--- config.mk ---
export PLATFORM = sky130hd
export DESIGN_NAME = alu_issue_stage
export DESIGN_NICKNAME = d
export VERILOG_FILES = /design/src/rtl/rv32_pkg.sv /design/src/rtl/rv32_imm_gen.sv /design/src/rtl/alu_issue_stage.sv
export SDC_FILE = /design/constraint.sdc
export NUM_CORES = 1
export LEC_CHECK = 0
export ABC_AREA = 0
export BUFFER_PORTS_ARGS = -buffer_cell sky130_fd_sc_hd__buf_4
export CAP_MARGIN = 5
export CORE_AREA = 5 5 134 104
export DETAILED_ROUTE_END_ITERATION = 10
export DIE_AREA = 0 0 139 109
export GPL_TIMING_DRIVEN = 0
export HOLD_SLACK_MARGIN = 0.12
export PLACE_DENSITY = 0.91
export SLEW_MARGIN = 40
export SYNTH_ARGS = -nofsm -noshare
export SYNTH_HDL_FRONTEND = slang
export SYNTH_SLANG_ARGS = --single-unit
--- constraint.sdc ---
create_clock -name i_clk -period 3.24 [get_ports i_clk]
set_input_delay 0.324 -clock i_clk [delete_from_list [all_inputs] [get_ports i_clk]]
set_output_delay 0.324 -clock i_clk [all_outputs]
set_load 0.05 [all_outputs]
--- src/rtl/rv32_pkg.sv ---
// rv32_pkg: RV32I opcode, ALU opsel and immediate-format definitions shared by the issue stage
package rv32_pkg;
    localparam logic [6:0] OPC_OP     = 7'b0110011;
    localparam logic [6:0] OPC_OPIMM  = 7'b0010011;
    localparam logic [6:0] OPC_BRANCH = 7'b1100011;
    localparam logic [6:0] OPC_LUI    = 7'b0110111;
    localparam logic [6:0] OPC_AUIPC  = 7'b0010111;
    localparam logic [6:0] OPC_LOAD   = 7'b0000011;
    localparam logic [6:0] OPC_STORE  = 7'b0100011;
    localparam logic [6:0] OPC_JALR   = 7'b1100111;
    localparam logic [6:0] OPC_JAL    = 7'b1101111;
    localparam logic [2:0] ALU_ADD  = 3'b000;
    localparam logic [2:0] ALU_SLL  = 3'b001;
    localparam logic [2:0] ALU_SLT  = 3'b010;
    localparam logic [2:0] ALU_SLTU = 3'b011;
    localparam logic [2:0] ALU_XOR  = 3'b100;
    localparam logic [2:0] ALU_SR   = 3'b101;
    localparam logic [2:0] ALU_OR   = 3'b110;
    localparam logic [2:0] ALU_AND  = 3'b111;
    typedef enum logic [2:0] {IMM_I, IMM_S, IMM_B, IMM_U, IMM_J} imm_fmt_e;
endpackage

--- src/rtl/rv32_imm_gen.sv ---
// rv32_imm_gen: sign-extended RV32I immediate extraction by format
module rv32_imm_gen
    import rv32_pkg::*;
(
    input  logic [31:7] inst,
    input  imm_fmt_e    fmt,
    output logic [31:0] imm
);
    always_comb
        imm = (fmt == IMM_S) ? {{21{inst[31]}}, inst[30:25], inst[11:7]} :
              (fmt == IMM_B) ? {{20{inst[31]}}, inst[7], inst[30:25], inst[11:8], 1'b0} :
              (fmt == IMM_U) ? {inst[31:12], 12'b0} :
              (fmt == IMM_J) ? {{12{inst[31]}}, inst[19:12], inst[20], inst[30:21], 1'b0} :
                               {{21{inst[31]}}, inst[30:20]};
endmodule

--- src/rtl/alu_issue_stage.sv ---
// alu_issue_stage: RV32I decode and ID/EX issue register behind a valid/ready handshake
// ALU_ISSUE_FORWARD_EN enables EX/MEM result forwarding onto rs1/rs2
module alu_issue_stage
    import rv32_pkg::*;
#(
    parameter int              XLEN     = 32,
    parameter logic [XLEN-1:0] RESET_PC = '0
) (
    input  logic            i_clk,
    input  logic            i_rst,
    input  logic            i_valid,
    output logic            o_ready,
    input  logic [31:0]     i_inst,
    input  logic [XLEN-1:0] i_pc,
    input  logic [XLEN-1:0] i_rs1_data,
    input  logic [XLEN-1:0] i_rs2_data,
    input  logic            i_flush,
    input  logic            i_fwd_valid,
    input  logic [4:0]      i_fwd_rd,
    input  logic [XLEN-1:0] i_fwd_data,
    output logic            o_valid,
    input  logic            i_ready,
    output logic [2:0]      o_opsel,
    output logic            o_sub,
    output logic            o_unsigned,
    output logic            o_arith,
    output logic [XLEN-1:0] o_op1,
    output logic [XLEN-1:0] o_op2,
    output logic [XLEN-1:0] o_rs2_fwd,
    output logic [XLEN-1:0] o_pc,
    output logic [4:0]      o_rd,
    output logic            o_wen,
    output logic            o_branch,
    output logic [2:0]      o_funct3,
    output logic            o_illegal
);
    logic [6:0] opc;
    logic [2:0] f3;
    logic [4:0] rd;
    logic [XLEN-1:0] rs1_v, rs2_v, imm, n_op1, n_op2;
    logic [2:0] n_opsel;
    logic n_sub, n_uns, n_arith, n_branch, n_wen, n_ill;
    imm_fmt_e fmt;

    assign opc = i_inst[6:0];
    assign f3  = i_inst[14:12];
    assign rd  = i_inst[11:7];
    assign o_ready = !o_valid || i_ready;

`ifdef ALU_ISSUE_FORWARD_EN
    assign rs1_v = (i_fwd_valid && i_fwd_rd != 5'd0 && i_fwd_rd == i_inst[19:15]) ? i_fwd_data : i_rs1_data;
    assign rs2_v = (i_fwd_valid && i_fwd_rd != 5'd0 && i_fwd_rd == i_inst[24:20]) ? i_fwd_data : i_rs2_data;
`else
    logic unused_fwd;
    assign unused_fwd = ^{i_fwd_valid, i_fwd_rd, i_fwd_data};
    assign rs1_v = i_rs1_data;
    assign rs2_v = i_rs2_data;
`endif

    assign fmt = (opc == OPC_LUI || opc == OPC_AUIPC) ? IMM_U :
                 (opc == OPC_STORE)                   ? IMM_S :
                 (opc == OPC_JAL)                     ? IMM_J :
                 (opc == OPC_BRANCH)                  ? IMM_B : IMM_I;

    rv32_imm_gen u_imm (.inst(i_inst[31:7]), .fmt(fmt), .imm(imm));

    always_comb begin
        n_opsel  = ALU_ADD;
        n_sub    = 1'b0;
        n_uns    = 1'b0;
        n_arith  = 1'b0;
        n_branch = 1'b0;
        n_ill    = 1'b0;
        n_wen    = rd != 5'd0;
        n_op1    = rs1_v;
        n_op2    = imm;
        case (opc)
            OPC_OP: begin
                n_opsel = f3;
                n_sub   = (f3 == 3'b000) && i_inst[30];
                n_arith = (f3 == 3'b101) && i_inst[30];
                n_uns   = f3 == 3'b011;
                n_op2   = rs2_v;
            end
            OPC_OPIMM: begin
                n_opsel = f3;
                n_arith = (f3 == 3'b101) && i_inst[30];
                n_uns   = f3 == 3'b011;
                // shifts present the bare shamt so the funct7 bits never reach the shifter
                n_op2   = (f3[1:0] == 2'b01) ? {{(XLEN-5){1'b0}}, imm[4:0]} : imm;
            end
            OPC_BRANCH: begin
                n_opsel  = ALU_SLT;
                n_uns    = f3[1];
                n_op2    = rs2_v;
                n_wen    = 1'b0;
                n_branch = 1'b1;
            end
            OPC_LUI:             n_op1 = '0;
            OPC_AUIPC, OPC_JAL:  n_op1 = i_pc;
            OPC_LOAD, OPC_JALR:  n_op1 = rs1_v;
            OPC_STORE:           n_wen = 1'b0;
            default: begin
                n_ill = 1'b1;
                n_wen = 1'b0;
                n_op1 = '0;
                n_op2 = '0;
            end
        endcase
    end

    always_ff @(posedge i_clk) begin
        if (i_rst) begin
            o_valid    <= 1'b0;
            o_opsel    <= '0;
            o_sub      <= 1'b0;
            o_unsigned <= 1'b0;
            o_arith    <= 1'b0;
            o_op1      <= '0;
            o_op2      <= '0;
            o_rs2_fwd  <= '0;
            o_pc       <= RESET_PC;
            o_rd       <= '0;
            o_wen      <= 1'b0;
            o_branch   <= 1'b0;
            o_funct3   <= '0;
            o_illegal  <= 1'b0;
        end else if (i_flush) begin
            o_valid <= 1'b0;
        end else if (i_valid && o_ready) begin
            o_valid    <= 1'b1;
            o_opsel    <= n_opsel;
            o_sub      <= n_sub;
            o_unsigned <= n_uns;
            o_arith    <= n_arith;
            o_op1      <= n_op1;
            o_op2      <= n_op2;
            o_rs2_fwd  <= rs2_v;
            o_pc       <= i_pc;
            o_rd       <= rd;
            o_wen      <= n_wen;
            o_branch   <= n_branch;
            o_funct3   <= f3;
            o_illegal  <= n_ill;
        end else if (o_ready) begin
            o_valid <= 1'b0;
        end
    end
endmodule

# After elaboration in Yosys (flattened, before gate mapping)
# Cells that the tools add are included.
# word_totals
inputBits	171
word_cells	69
ff_bits	146
# classes
bitwise_logic	1
eq_ne	16
n_mux	20
reduce_logical	18
# ops
op	count
$pmux W32 S3	1
$mux W31	3
$pmux W32 S2	1
$mux W32	1
$eq A7 B6 Y1 const B	3
$eq A7 B7 Y1 const B	3
$mux W20	1
$eq A7 B5 Y1 const B	2
$reduce_or A6 Y1	2
$eq A3 B2 Y1 const B	3
$mux W3	3
$reduce_or A9 Y1	1
$reduce_or A2 Y1	4
$eq A7 B2 Y1 const B	1
$mux W1	7
$reduce_or A7 Y1	1
$eq A3 B3 Y1 const B	2
$pmux W3 S2	1
$reduce_bool A5 Y1	1
$eq A3 B1 Y1 const B	1
$logic_and A1 B1 Y1	3
$logic_not A3 Y1	1
$eq A2 B1 Y1 const B	1
$logic_or A1 B1 Y1	2
other kinds (6)	6

# Longest topological paths before layout
# Gate-level depths: netlist (run 1).
# logic_depth
ltp_word	12
depth_mapped	8
ltp_nobuf	6

# By module
# A second synthesis (run 1) with hierarchy kept.
# hier_totals
hier_cells	768
area_unflattened_um2	6371.1
# modules_own_cells
module	seq_area_each_um2	cells_per_inst	instances	area_each_um2
alu_issue_stage	2922.8	695	1	5845.6
rv32_imm_gen	0.0	73	1	525.5

# Worst setup path after synthesis (run 1)
# OpenSTA, ideal clock, no wires.
# synth_timing
path_type	flip-flop to flip-flop
startpoint	register o_valid
endpoint	register o_op2[11]
path_stages_with_launch	9
required_ns	3.152
t_arrival_ns	2.059
synth_period_minus_slack_ns	2.147
n_path_buf	3
path_slack_ns	1.093
cell_sequence	dfxtp_1 and2b_1 inv_1 nand2b_1 clkbuf_1 buf_2 buf_2 a2bb2oi_1 o32ai_2
# synth_between
elab_chain_len	4
# synth_lines
element	line	source
from (decl)	alu_issue_stage.sv:21	output logic o_valid,
from (signal assigned)	alu_issue_stage.sv:114	o_valid <= 1'b0;
from (signal assigned)	alu_issue_stage.sv:129	o_valid <= 1'b0;
from (signal assigned)	alu_issue_stage.sv:131	o_valid <= 1'b1;
$logic_not A1 Y1	alu_issue_stage.sv:48	assign o_ready = !o_valid || i_ready;
$logic_or A1 B1 Y1	alu_issue_stage.sv:48	
via o_ready	alu_issue_stage.sv:12	output logic o_ready,
$logic_and A1 B1 Y1	alu_issue_stage.sv:130	end else if (i_valid && o_ready) begin
$reduce_and A2 Y1 (no line)	n/a	
to (signal assigned)	alu_issue_stage.sv:137	o_op2 <= n_op2;
to (decl)	alu_issue_stage.sv:28	output logic [XLEN-1:0] o_op2,
# The timed path passes the listed nets, and every way through them passes these cells.
# A chain may end at the register's enable or synchronous reset.

# Worst setup path after layout (run 1)
# layout_timing
startpoint	input port i_flush
endpoint	register o_op1[8]
# layout_between
elab_chain_len	2
# layout_lines
element	line	source
from (decl)	alu_issue_stage.sv:17	input logic i_flush,
$not A1 Y1 (no line)	n/a	
$reduce_and A2 Y1 (no line)	n/a	
to (signal assigned)	alu_issue_stage.sv:136	o_op1 <= n_op1;
to (decl)	alu_issue_stage.sv:27	output logic [XLEN-1:0] o_op1,
# No other way between the ends.

==> flow_metrics.py, run 1 <==
metrics = {
    "yosys": {
        "synth.largest_area_cell": "dfxtp_1",
        "syn_nets": 851,
        "ys_top_cells_by_area": "dfxtp_1, nand2_1, a21oi_1",
        "synth_warnings": 0,
        "synth_cells": 680,
        "synth-main-ff-cell": "dfxtp_1",
        "yosysTopAreaCellShare_pct": 50.2,
        "synth_edf_count": 0,
        "synth-seq-cells": 146,
        "syn_area_um2": 5820,
        "synth.distinct_cells": 53,
        "async_flop_share_pct": 0,
        "ys_seq_area_share_pct": 50.2,
        "avgSynthCellArea_um2": 8.56,
    },
    "sta": {
        "hold_viol": 0,
        "fin_crit_sh_pct": 78.0,
        "setup_violations": 0,
        "fin_ws_ns": 0.714,
        "whs_ns": 0.131,
        "fin_setup_tns_ns": 0,
        "rsz0062_at_grt": "no",
        "fmax_ghz": 0.396,
        "slew_violations": 0,
        "max_slew_margin_pct": 42.3,
        "skew_ns": 0.00920,
        "worst-slew-pin-transition_ns": 0.863,
        "period_needed_ns": 2.53,
    },
    "finish": {
        "final_nets": 1155,
        "fin_area_um2": 8830,
        "instances_no_fill": 1167,
        "num_antenna_cells": 0,
        "mostFrequentLayoutCells": "buf_4, nand2_1, dfxtp_1",
        "layout_commonest_cell": "buf_4",
        "drive_gt1_share_pct": 34.7,
        "areaGrowthSynthToFinish_pct": 51.6,
    },
    "floorplan": {
        "die_h_um": 109,
        "coreArea_um2": 12600,
        "die_w_um": 139,
        "die_area_um2": 15200,
        "num_rows": 36,
        "start_util_pct": 46.2,
        "io-pin-count": 318,
    },
    "power": {
        "p_leak_nw": 4.05,
        "p_comb_share_pct": 14.8,
        "p_seq_share_pct": 40.0,
        "clockPowerShare_pct": 45.3,
        "switching_power_mw": 1.30,
        "cellPowerDensity_nw_per_um2": 532,
        "ir_worst_vdd_mv": 0.348,
        "p_int_mw": 3.40,
        "netSwitchingFraction_pct": 27.7,
    },
    "global_routing": {
        "grt_pass1_vias": 6182,
        "grt_start_max_net_pins": 17,
        "track_usage_pct": 28.3,
        "grt_pass1_wl_um": 33900,
        "antenna_found_initial": 0,
        "grt.overflow.total": 0,
    },
    "min_path": {
        "worstHoldStart": "i_pc[5]",
        "min_to": "o_op1[5]$_SDFFE_PP0P_",
        "hold_class": "primary input to flop",
        "hold_depth": 3,
    },
    "placement": {
        "dp_cells": 1128,
        "place.gp.congestion": 0.902,
        "placed_area_um2": 8120,
        "hpwl_um": 17000,
        "dp_slack_ns": 0.838,
        "portBuffers": 277,
    },
    "route": {
        "drc_errors": 0,
        "vias_per_cell": 5.65,
        "routedWlPerCell_um": 19.5,
        "drtIter0Drc": 663,
        "ant_nets": 0,
        "firstDrtPassIters": 8,
        "wl_um": 22700,
        "num_vias": 6592,
    },
    "clock_network": {
        "root_buffer": "clkbuf_16",
        "cts.sinks": 146,
        "worstSkewPairLatency_ns": 0.41,
        "cts_tree": "built",
        "post_cts_buffers": 0,
        "cts_buffers": 17,
        "clk_pin_slew_worst_paths_ns": 0.07,
        "cts_max_level": 4,
        "cts_resized": 0,
        "cts_hold_buf": 6,
        "max-clock-path-buffers": 2,
    },
    "setup_path": {
        "r2r_slack_ns": 0.97,
        "worstSetupPathType": "primary input to flop",
        "required_ns": 3.54,
        "slowest_stage": "dlygate4sd3_1",
        "worst-r2r-cell-count": 6,
        "cp.buffers_inverters": 4,
        "timing.rr.start": "o_valid$_SDFFE_PP0P_",
        "end_kind": "flop",
        "crit_path_start_kind": "primary input",
        "worst_r2r_endpoint": "o_op1[8]$_SDFFE_PP0P_",
        "cp_top_family": "buffers and inverters",
        "crit_chain": "dlygate4sd3_1 -> buf_4 -> nand2b_1 -> nor2_2 -> nor2_1 -> clkbuf_1 -> a222oi_1 -> inv_1",
        "cp_max_fo": 10,
        "cpPeakStageDelay_ns": 0.54,
        "arrival_ns": 2.82,
    },
    "outcome": {
        "status": "complete, no violations",
    },
    "run": {
        "cap_viol_max_count": 0,
    },
}
## cells by family (layout without fill, tap and decap cells)
logic type | Yosys count | after routing | share of synthesized area, %
and+or+nand+nor | 247 | 247 | 18.9
AOI/OAI and AO/OA | 205 | 205 | 24.5
buffers and inverters | 81 | 397 | 6.32
xor gates and xnor gates | 1 | 1 | 0.150
DFF | 146 | 146 | 50.2
## registers in the layout, indices dropped and copies added, names as in the netlist, 3 cells and up
name / cells
o_pc: 32
o_op2: 32
o_funct3: 3
o_op1: 32
o_opsel: 3
o_rs2_fwd: 32
o_rd: 5
## cell usage after synthesis, types with 7 or more instances
library cell	instances
a21oi_1	100
a221o_1	15
a221oi_1	11
a222oi_1	21
a22oi_1	7
a2bb2oi_1	9
buf_2	18
clkbuf_1	25
dfxtp_1	146
inv_1	25
nand2_1	165
nor2_1	29
nor3_1	16
o21ai_0	7
o22ai_1	8
## power groups by stage
| stage | Sequential (mW) | Clock [mW] | Combinational, mW |
|---|---|---|---|
| 3_5_place_dp | 1.92 | 0 | 0.677 |
| 5_1_grt | 1.88 | 2.23 | 0.731 |
| 4_1_cts | 1.88 | 2.13 | 0.686 |
| 3_3_place_gp | 1.91 | 0 | 0.668 |
| 2_1_floorplan | 2.10 | 0 | 0.178 |
| 6_report | 1.88 | 2.13 | 0.694 |
## cell type report
type / instances / area, µm²
plain buffers: 56 / 274
clock buffers: 17 / 425
clock inverters: 14 / 201
fillers: 1033 / 3780
inverters: 25 / 93.8
multi-input cells: 453 / 2540
flip-flops and latches: 146 / 2920
well taps: 171 / 214
repair buffers: 285 / 2160
## stage by stage
step / total power [mW] / util, %
floorplan: 2.28 / -
global placement: 2.58 / 64.4
detailed placement: 2.59 / 64.4
CTS: 4.70 / 69.8
global route: 4.84 / 70.0
finish: 4.70 / 70.0
## routing by layer
metal  global-route usage (%)  vias to the layer above  routed length [µm]
li1                         -                     3027                   -
met3                     8.20                       51                2120
met2                     45.5                      373               10500
met4                     10.9                        0                 587
met1                     36.6                     3141                9570
met5                        0                        -                   0
## how the worst max path moves through the flow
stage	end	slack (ns)	startpoint	cells after the start
floorplan	o_op2[11]$_SDFFE_PP0P_	1.09	o_valid$_SDFFE_PP0P_	8
global placement	o_op1[19]$_SDFFE_PP0P_	0.81	i_ready	7
detailed placement	o_op2[31]$_SDFFE_PP0P_	0.84	i_ready	7
CTS	o_pc[2]$_SDFFE_PP0P_	0.71	i_flush	8
global route	o_pc[2]$_SDFFE_PP0P_	0.55	i_flush	8
finish	o_op1[8]$_SDFFE_PP0P_	0.71	i_flush	8
## tightest hold or removal path: stages
cell and delay, ns:
buf_4 0.09, a222oi_1 0.05, inv_1 0.05
Note: power is estimated with default switching activity, not from simulation.
==> run 2: changes to the inputs <==
--- a/config.mk
+++ b/config.mk
@@ -8,12 +8,12 @@
 export ABC_AREA = 0
 export BUFFER_PORTS_ARGS = -buffer_cell sky130_fd_sc_hd__buf_4
 export CAP_MARGIN = 5
-export CORE_AREA = 5 5 134 104
+export CORE_AREA = 5 5 138 107
 export DETAILED_ROUTE_END_ITERATION = 10
-export DIE_AREA = 0 0 139 109
+export DIE_AREA = 0 0 143 112
 export GPL_TIMING_DRIVEN = 0
 export HOLD_SLACK_MARGIN = 0.12
-export PLACE_DENSITY = 0.91
+export PLACE_DENSITY = 0.86
 export SLEW_MARGIN = 40
 export SYNTH_ARGS = -nofsm -noshare
 export SYNTH_HDL_FRONTEND = slang
==> constraint.sdc (replaced) <==
create_clock -name i_clk -period 2.4 [get_ports i_clk]
set_input_delay 0.24 -clock i_clk [delete_from_list [all_inputs] [get_ports i_clk]]
set_output_delay 0.24 -clock i_clk [all_outputs]
set_load 0.05 [all_outputs]
==> flow_metrics.py, run 2 (same netlist as run 1, synthesis figures left out) <==
metrics = {
    "sta": {
        "rsz0062_at_grt": "no",
        "fmax_ghz": 0.429,
        "fin_crit_sh_pct": 97.2,
        "worst-slew-pin-transition_ns": 0.726,
        "period_needed_ns": 2.33,
        "skew_ns": 0.00746,
        "setup_violations": 0,
        "max_slew_margin_pct": 51.6,
        "whs_ns": 0.129,
        "fin_setup_tns_ns": 0,
        "hold_viol": 0,
        "slew_violations": 0,
    },
    "global_routing": {
        "antenna_found_initial": 0,
        "grt.overflow.total": 0,
        "grt_pass1_vias": 7124,
        "track_usage_pct": 30.0,
        "grt_pass1_wl_um": 38100,
        "grt_start_max_net_pins": 17,
    },
    "finish": {
        "areaGrowthSynthToFinish_pct": 67.9,
        "num_antenna_cells": 0,
        "layout_commonest_cell": "buf_4",
        "drive_gt1_share_pct": 32.1,
        "finish.utilization_pct": 73.1,
        "fillers": 952,
        "mostFrequentLayoutCells": "buf_4, nand2_1, dfxtp_1",
        "final_nets": 1246,
    },
    "route": {
        "wl_um": 25000,
        "num_vias": 7077,
        "vias_per_cell": 5.60,
        "drc_errors": 0,
        "ant_nets": 0,
        "drtIter0Drc": 756,
        "firstDrtPassIters": 7,
        "routedWlPerCell_um": 19.8,
    },
    "setup_path": {
        "crit_path_start_kind": "flop",
        "worst-r2r-cell-count": 6,
        "end_kind": "flop",
        "timing.rr.start": "o_valid$_SDFFE_PP0P_",
        "worst_r2r_endpoint": "o_op1[1]$_SDFFE_PP0P_",
        "arrival_ns": 2.61,
        "cp_max_fo": 10,
        "crit_path_start": "o_valid$_SDFFE_PP0P_",
        "r2r_slack_ns": 0.07,
        "worstSetupPathType": "flop to flop",
        "required_ns": 2.68,
    },
    "power": {
        "cellPowerDensity_nw_per_um2": 671,
        "ir_worst_vdd_mv": 0.478,
        "p_leak_nw": 4.45,
    },
    "floorplan": {
        "die_h_um": 112,
        "die_w_um": 143,
        "io-pin-count": 318,
        "num_rows": 37,
        "die_area_um2": 16000,
        "coreArea_um2": 13400,
        "start_util_pct": 43.5,
    },
    "run": {
        "cap_viol_max_count": 0,
    },
    "clock_network": {
        "cts.sinks": 146,
        "cts_tree": "built",
        "cts_buffers": 17,
        "max-clock-path-buffers": 2,
        "worstSkewPairLatency_ns": 0.40,
        "root_buffer": "clkbuf_16",
        "clk_pin_slew_worst_paths_ns": 0.06,
        "cts_max_level": 4,
        "post_cts_buffers": 0,
    },
    "outcome": {
        "status": "complete, no violations",
    },
    "min_path": {
        "worstHoldStart": "i_valid",
        "hold_depth": 3,
        "min_to": "o_valid$_SDFFE_PP0P_",
        "hold_class": "primary input to flop",
    },
    "placement": {
        "portBuffers": 277,
        "place.gp.congestion": 0.884,
        "hpwl_um": 17300,
    },
}
==> run 2: worst max-delay path by stage <==
stage,end,slack [ns]
global route,o_op1[16]$_SDFFE_PP0P_,0.009
floorplan,o_op2[11]$_SDFFE_PP0P_,0.25
global placement,o_op1[0]$_SDFFE_PP0P_,0.02
detailed placement,o_rs2_fwd[31]$_SDFFE_PP0P_,0.13
finish,o_op1[1]$_SDFFE_PP0P_,0.07
CTS,o_rs2_fwd[31]$_SDFFE_PP0P_,0.15
==> run 2: repair_timing <==
| action | CTS | global route |
|---|---|---|
| endpoints found under the hold margin | 117 | 0 |
| endpoints found under the setup margin | 0 | 6 |
| hold buffers | 99 | 0 |
| gates resized for setup | 0 | 2 |
==> run 2: critical path: stages, from the launching register on <==
cell	delay, ns
dfxtp_1	0.31
and2b_1	0.23
nor2_2	0.51
nor2_2	0.26
clkbuf_1	0.33
a222oi_1	0.45
inv_1	0.11
==> run 2: area by class of cell <==
type | count | area [µm²] | area share [%]
Clock inverter | 14 | 226 | 2.32
Tap cell | 175 | 219 | 2.24
Multi-Input combinational cell | 453 | 2540 | 26.0
Sequential cell | 146 | 2920 | 29.9
Timing Repair Buffer | 376 | 3070 | 31.4
Clock buffer | 18 | 429 | 4.39
Inverter | 25 | 93.8 | 0.960
Buffer | 56 | 277 | 2.83
==> run 2: through the flow <==
step | instance area (µm²) | setup WS (ns) | instances | power (mW)
after global routing | 9780 | 0.00936 | 1263 | 6.76
final | 9780 | 0.0683 | 1263 | 6.56
after detailed placement | 8130 | 0.126 | 1132 | 3.50
after floorplan | 5820 | 0.253 | 680 | 3.08
after global placement | 8120 | 0.0246 | 1132 | 3.49
after CTS | 9780 | 0.152 | 1263 | 6.55
==> run 2: layer usage <==
| layer | GRT usage, % | part of all wire (%) | vias to the layer above |
|---|---|---|---|
| met5 | 0 | 0 | - |
| met4 | 14.8 | 4.1 | 0 |
| met3 | 8.16 | 9.8 | 91 |
| met2 | 47.6 | 47 | 425 |
| met1 | 37.6 | 39 | 3355 |
| li1 | - | - | 3206 |
==> run 2: power breakdown <==
part | switching (mW) | internal, mW
clock network | 1.08 | 1.87
registers | 0.0404 | 2.50
logic | 0.642 | 0.432
==> run 3: changes to the inputs <==
--- a/config.mk
+++ b/config.mk
@@ -6,8 +6,7 @@
 export NUM_CORES = 1
 export LEC_CHECK = 0
 export ABC_AREA = 0
-export BUFFER_PORTS_ARGS = -buffer_cell sky130_fd_sc_hd__buf_4
-export CAP_MARGIN = 5
+export BUFFER_PORTS_ARGS = -buffer_cell sky130_fd_sc_hd__buf_2
 export CORE_AREA = 5 5 138 107
 export DETAILED_ROUTE_END_ITERATION = 10
 export DIE_AREA = 0 0 143 112
==> flow_metrics.py, run 3 (same netlist as run 1, synthesis figures left out) <==
metrics = {
    "power": {
        "clockPowerShare_pct": 43.7,
        "netSwitchingFraction_pct": 28.8,
        "p_leak_nw": 4.31,
        "p_comb_share_pct": 15.5,
        "power_mw": 6.21,
        "cellPowerDensity_nw_per_um2": 688,
        "ir_worst_vdd_mv": 0.506,
        "switching_power_mw": 1.79,
        "p_int_mw": 4.42,
        "p_seq_share_pct": 40.8,
    },
    "finish": {
        "instances_no_fill": 1262,
        "areaGrowthSynthToFinish_pct": 55.0,
        "drive_gt1_share_pct": 32.2,
        "final_nets": 1245,
        "mostFrequentLayoutCells": "buf_2, nand2_1, dfxtp_1",
        "fin_area_um2": 9030,
        "layout_commonest_cell": "buf_2",
        "num_antenna_cells": 0,
    },
    "global_routing": {
        "antenna_found_initial": 0,
        "track_usage_pct": 29.0,
        "grt_pass1_vias": 6940,
        "grt.overflow.total": 0,
        "grt_start_max_net_pins": 17,
        "grt_pass1_wl_um": 36800,
    },
    "setup_path": {
        "cp_common_cell": "nor2_2",
        "end_kind": "flop",
        "cp_max_fo": 10,
        "cpPeakStageDelay_ns": 0.52,
        "slowest_stage": "a222oi_1",
        "arrival_ns": 2.49,
        "crit_path_start_kind": "flop",
        "worstSetupPathType": "flop to flop",
        "required_ns": 2.68,
        "crit_chain": "and2b_1 -> nor2_2 -> nor2_2 -> clkbuf_1 -> a222oi_1 -> inv_1",
    },
    "floorplan": {
        "coreArea_um2": 13400,
        "start_util_pct": 43.5,
        "die_area_um2": 16000,
        "die_h_um": 112,
        "io-pin-count": 318,
        "num_rows": 37,
        "die_w_um": 143,
    },
    "placement": {
        "dp_cells": 1132,
        "placed_area_um2": 7430,
        "place.gp.congestion": 0.887,
        "portBuffers": 277,
        "hpwl_um": 16600,
    },
    "sta": {
        "fmax_ghz": 0.451,
        "hold_viol": 0,
        "worst-slew-pin-transition_ns": 0.682,
        "skew_ns": 0.0102,
        "max_slew_margin_pct": 54.6,
        "fin_crit_sh_pct": 92.3,
        "setup_violations": 0,
        "period_needed_ns": 2.22,
        "slew_violations": 0,
        "fin_setup_tns_ns": 0,
        "rsz0062_at_grt": "no",
    },
    "route": {
        "vias_per_cell": 5.60,
        "firstDrtPassIters": 7,
        "wl_um": 24200,
        "routedWlPerCell_um": 19.2,
        "drc_errors": 0,
        "ant_nets": 0,
        "num_vias": 7068,
        "drtIter0Drc": 899,
    },
    "clock_network": {
        "cts_tree": "built",
        "post_cts_buffers": 0,
        "root_buffer": "clkbuf_16",
        "cts_buffers": 17,
        "worstSkewPairLatency_ns": 0.41,
        "max-clock-path-buffers": 2,
        "cts_max_level": 4,
        "cts.sinks": 146,
        "clk_pin_slew_worst_paths_ns": 0.06,
    },
    "run": {
        "cap_viol_max_count": 0,
    },
    "min_path": {
        "hold_class": "primary input to flop",
    },
    "outcome": {
        "status": "complete, no violations",
    },
}
-- run 3: per-stage QoR --
step           utilization (%)  setup WS [ns]  hold slack, ns
2_1_floorplan                -          0.253           0.319
3_3_place_gp              55.5         0.0156           0.439
3_5_place_dp              55.5          0.119           0.443
4_1_cts                   67.4          0.124           0.123
5_1_grt                   67.5     0.00000600           0.141
6_report                  67.5          0.185           0.137
-- run 3: cell type report --
cell class              instances  area (µm²)
repair buffers                375        2370
well taps                     175         219
clock buffers                  18         439
clock inverters                14         168
plain buffers                  56         277
fillers                      1029        4350
multi-input cells             453        2540
inverters                      25        93.8
flip-flops and latches        146        2920
-- run 3: worst paths after layout --
check	from	endpoint	slack, ns	cells after the start
setup / recovery	o_valid$_SDFFE_PP0P_	o_op1[17]$_SDFFE_PP0P_	0.18	6
hold / removal	i_inst[15]	o_op2[15]$_SDFFE_PP0P_	0.14	3
setup reg to reg	o_valid$_SDFFE_PP0P_	o_op1[17]$_SDFFE_PP0P_	0.18	6
hold reg to reg	o_pc[18]$_SDFFE_PP0P_	o_pc[18]$_SDFFE_PP0P_	0.45	2
-- run 3: per-layer routing --
layer / vias up / routed length, µm / track usage (%)
met4: 0 / 976 / 13.9
li1: 3214 / - / -
met2: 504 / 11000 / 46.4
met1: 3263 / 9540 / 36.6
met3: 87 / 2680 / 7.08
met5: - / 0 / 0
-- run 3: power groups by stage --
stage	logic, mW	registers [mW]	clock network (mW)
final	0.961	2.53	2.72
after global routing	1.02	2.54	2.86
after CTS	0.937	2.53	2.74
after detailed placement	0.810	2.58	0
after global placement	0.804	2.58	0
after floorplan	0.241	2.84	0
-- run 3: worst max-delay path: cells and delay by family (launching register included) --
kind | cells | cell delay [ns]
buf+inv | 2 | 0.40
compound gates | 1 | 0.52
flops | 1 | 0.31
simple gates | 3 | 0.87
-- run 3: timing repair --
action	4_1_cts	5_1_grt
hold buffers	98	0
gates resized for setup	0	2
setup endpoints to repair	0	9
endpoints found under the hold margin	115	0
